`config.mk`:
```
export PLATFORM = sky130hd
export DESIGN_NAME = watchdog_reset_gen
export DESIGN_NICKNAME = d
export VERILOG_FILES = /design/src/rtl/watchdog_reset_gen.sv
export SDC_FILE = /design/constraint.sdc
export NUM_CORES = 1
export LEC_CHECK = 0
export CAP_MARGIN = 40
export CORE_MARGIN = 2
export CORE_UTILIZATION = 30
export DETAILED_ROUTE_END_ITERATION = 8
export PLACE_DENSITY = 0.56
export SYNTH_ARGS = -nofsm -noshare
export SYNTH_HDL_FRONTEND = slang
export SYNTH_SLANG_ARGS = --single-unit
```
`constraint.sdc`:
```
create_clock -name clk -period 7.81 [get_ports clk]
set_clock_uncertainty 0.15 [all_clocks]
set_input_delay 1.562 -clock clk [delete_from_list [all_inputs] [get_ports clk]]
set_output_delay 1.562 -clock clk [all_outputs]
set_load 0.01 [all_outputs]
```
`src/rtl/watchdog_reset_gen.sv`:
```
// Watchdog timer: raises a PULSE_LEN-cycle reset_req pulse when not kicked within TIMEOUT cycles.
// Ports: clk, rst (sync, active-high), enable, kick in; reset_req, warn, running, fire_count out.
module watchdog_reset_gen #(
    parameter int TIMEOUT     = 1000000,
    parameter int PULSE_LEN   = 16,
    parameter int WARN_CYCLES = 1000
) (
    input  logic       clk,
    input  logic       rst,
    input  logic       enable,
    input  logic       kick,
    output logic       reset_req,
    output logic       warn,
    output logic       running,
    output logic [7:0] fire_count
);

    localparam int CW = (TIMEOUT > 2) ? $clog2(TIMEOUT) : 1;
    localparam int PW = (PULSE_LEN > 1) ? $clog2(PULSE_LEN) : 1;

    localparam logic [CW-1:0] CNT_LOAD   = CW'(TIMEOUT - 1);
    localparam logic [CW-1:0] WARN_LIM   = CW'(WARN_CYCLES);
    localparam logic [PW-1:0] PULSE_LOAD = PW'(PULSE_LEN - 1);

    generate
        if (TIMEOUT < 2) begin : g_bad_timeout
            $error("watchdog_reset_gen: TIMEOUT must be >= 2");
        end
        if (PULSE_LEN < 1) begin : g_bad_pulse
            $error("watchdog_reset_gen: PULSE_LEN must be >= 1");
        end
        if (WARN_CYCLES < 0 || WARN_CYCLES >= TIMEOUT) begin : g_bad_warn
            $error("watchdog_reset_gen: WARN_CYCLES must be in [0, TIMEOUT)");
        end
    endgenerate

    typedef enum logic [1:0] {
        IDLE  = 2'd0,
        COUNT = 2'd1,
        FIRE  = 2'd2
    } state_t;

    state_t          state_q, state_d;
    logic [CW-1:0]   cnt_q, cnt_d;
    logic [PW-1:0]   pcnt_q, pcnt_d;
    logic [7:0]      fire_d;
    logic            reset_req_d;
    logic            warn_d;
    logic            running_d;

    // State and registered outputs
    always_ff @(posedge clk) begin
        if (rst) begin
            state_q    <= IDLE;
            cnt_q      <= CNT_LOAD;
            pcnt_q     <= '0;
            fire_count <= '0;
            reset_req  <= 1'b0;
            warn       <= 1'b0;
            running    <= 1'b0;
        end else begin
            state_q    <= state_d;
            cnt_q      <= cnt_d;
            pcnt_q     <= pcnt_d;
            fire_count <= fire_d;
            reset_req  <= reset_req_d;
            warn       <= warn_d;
            running    <= running_d;
        end
    end

    // Next-state and counter logic
    always_comb begin
        state_d = state_q;
        cnt_d   = cnt_q;
        pcnt_d  = pcnt_q;
        fire_d  = fire_count;
        unique case (state_q)
            IDLE: begin
                if (enable) begin
                    state_d = COUNT;
                    cnt_d   = CNT_LOAD;
                end
            end
            COUNT: begin
                // disable beats kick, kick beats expiry
                if (!enable) begin
                    state_d = IDLE;
                    cnt_d   = CNT_LOAD;
                end else if (kick) begin
                    cnt_d = CNT_LOAD;
                end else if (cnt_q == '0) begin
                    state_d = FIRE;
                    pcnt_d  = PULSE_LOAD;
                    if (fire_count != 8'hFF) begin
                        fire_d = fire_count + 8'd1;
                    end
                end else begin
                    cnt_d = cnt_q - CW'(1);
                end
            end
            FIRE: begin
                // pulse always runs to completion; enable only chooses the exit
                if (pcnt_q == '0) begin
                    state_d = enable ? COUNT : IDLE;
                    cnt_d   = CNT_LOAD;
                end else begin
                    pcnt_d = pcnt_q - PW'(1);
                end
            end
            default: begin
                state_d = IDLE;
                cnt_d   = CNT_LOAD;
            end
        endcase
    end

    // Output values for the next cycle, derived from the next state
    always_comb begin
        reset_req_d = (state_d == FIRE);
        running_d   = (state_d == COUNT);
        warn_d      = (state_d == COUNT) && (cnt_d < WARN_LIM);
    end

endmodule

```
==> results_dict.tcl <==
set metrics [dict create \
    drc 0 \
    final_cell_mix "nor2_1 (39), dfxtp_1 (37), nand2_1 (19)" \
    hold_ws_ns 0.3533 \
    ys_seq_elements 37 \
    ys.flop_type "dfxtp_1" \
    slew_viol_final 0 \
    dieArea_um2 7976 \
    async_reset_ff_share_pct 0 \
    endpoint_kind "flip-flop" \
    seqCellArea_um2 740.7 \
    post-route-cell-area_um2 2520 \
    clk_pin_slew_ns 0.08 \
    area_growth_pct 15.42 \
    drive_gt1_share_pct 9.286 \
    power_density_nw_per_um2 152.2 \
    worst_slew_pin_slew_ns 0.7297 \
    synth_warnings 0 \
    fin_crit_ns 4.189 \
    cp_data_required_time_ns 7.89 \
    core_um2 7137 \
    antenna_found_initial 0 \
    tns_ns 0 \
    vias_per_cell 5.557 \
    cts_resized 0 \
    critPathLaunchType "input pin" \
    drtPass1Iterations 5 \
    initial_core_util_pct 30.59 \
    ys_types 65 \
    antenna_cells 0 \
    first_iter_violations 264 \
    die_h_um 89.31 \
    max_stage_delay_ns 0.61 \
    status "complete, no violations" \
    cap_violations 0 \
    grt_max_degree 22 \
    grt_pass1_wl_mm 9.542 \
    grt_usage_pct 15.64 \
    ctsHoldBuffers 0 \
    die_w_um 89.31 \
    seq_area_frac_synth_pct 33.93 \
    synth_area_um2 2183 \
    path_cells "clkdlybuf4s50_1 -> nand4bb_1 -> o32a_1 -> nand3_1 -> nand4_1 -> or4_1 -> nor3_1" \
    cts_tree "built" \
    syn-instance-count 266 \
    nets 286 \
    synth_nets 273 \
    layout_commonest_cell "nor2_1" \
    place_area_um2 2405 \
    rows 31 \
    routedWlPerCell_um 15.57 \
    leakage_uw 0.0008343 \
    cts_buffer_depth 2 \
    num_vias 2106 \
    grt_pass1_vias 1897 \
    crit_slowest_cell "nand4bb_1" \
    gp_congestion 0.9143 \
    cts_root_buf "clkbuf_8" \
    finalHoldViolCount 0 \
    hpwlAfterDp_mm 4.216 \
    multiInputGateArea_um2 1355 \
    cts.sinks 37 \
    setup_viol 0 \
    overflow 0 \
    syn_area_per_cell_um2 8.208 \
    wl_mm 5.901 \
    max-vdd-ir-drop_uv 64.17 \
    portBuffers 14 \
    postRouteAntennaNets 0 \
    cts_max_level 2 \
    cts_setup_buffers 0 \
    crit_fanout 14 \
    rsz0062_at_grt "no" \
    ios 15 \
    nFillCells 762 \
    timing.final.crit_share_pct 53.63 \
    max_slew_margin_pct 51.07 \
    timing.fmax_ghz 0.2387 \
    arrival_ns 4.26 \
    critical_path_class "input pin to flip-flop" \
    clk_latency_ns 0.31 \
    hold_path_class "flip-flop to flip-flop" \
    cts_buffers 5 \
    synth-edff-count 0 \
]
[area by class of cell]
class	instances	area share, %
well taps	99	4.916
flip-flops and latches	37	29.39
multi-input cells	210	53.77
inverters	10	1.490
clock inverters	3	1.837
repair buffers	15	5.859
clock buffers	5	2.731
[worst paths after layout]
| kind | start | end | slack [ns] | depth (start not counted) |
|---|---|---|---|---|
| worst max-delay path | enable | warn | 3.62 | 7 |
| worst min-delay path | pcnt_q[3] | pcnt_q[3] | 0.35 | 1 |
| worst max register to register | state_q[0] | warn | 4.67 | 6 |
| worst min register to register | pcnt_q[3] | pcnt_q[3] | 0.35 | 1 |
[cell families (layout without fill, tap and decap cells)]
| group | after synthesis | count (layout) | synth area share (%) |
|---|---|---|---|
| buffers and inverters | 19 | 33 | 4.011 |
| adder cells (fa/ha/maj) | 3 | 3 | 1.719 |
| AO/OA/AOI/OAI | 68 | 68 | 22.18 |
| XOR/XNOR | 7 | 7 | 2.808 |
| multiplexers | 2 | 2 | 0.9169 |
| flip-flops | 37 | 37 | 33.93 |
| AND/OR/NAND/NOR | 130 | 130 | 34.44 |
[cells in the mapped netlist (all sizes together), types with 5 or more instances]
library cell | n | share of area (%)
nand3 | 8 | 2.1
a21oi | 11 | 2.5
nor2 | 39 | 6.7
nor3 | 14 | 3.7
dfxtp | 37 | 34
nand2 | 21 | 3.8
o21ai | 16 | 3.7
a211oi | 5 | 1.9
nand4 | 11 | 3.2
inv | 9 | 1.5
nor4 | 6 | 3.4
and2 | 5 | 1.4
clkbuf | 6 | 1.0
or4 | 5 | 1.9
[per-stage QoR]
stage	std cells	setup WS, ns	util [%]	total power, uW
2_1_floorplan	266	4.373	-	209.1
3_3_place_gp	371	3.452	33.70	216.6
3_5_place_dp	371	3.401	33.70	216.3
4_1_cts	379	3.722	35.31	388.7
5_1_grt	379	3.445	35.31	398.8
6_report	379	3.621	35.31	383.6
[worst max-delay path: cells and delay by family]
kind | cells | cell delay (ns)
compound gates | 1 | 0.56
buf+inv | 1 | 0.57
simple gates | 5 | 1.57
[layer usage]
layer  part of all wire, %  routed length (um)  GRT usage (%)  vias to the layer above
li1                      -                   -              -                     1024
met1                    47                2760          21.60                      976
met2                    44                2591          23.10                       96
met3                   7.9                 466          4.617                       10
met4                   1.4                  83          5.563                        0
met5                     0                   0              0                        -
[state kept, by name, indices dropped and copies added (netlist names)]
signal      flops
running         1
state_q         2
warn            1
pcnt_q          4
fire_count      8
cnt_q          20
reset_req       1
[power breakdown]
part	total [uW]	switching, uW	internal, uW
clock network	171	75.6	95.5
registers	193	2.84	190
logic	19.7	13.1	6.56
Note: power is estimated with default switching activity, not from simulation.
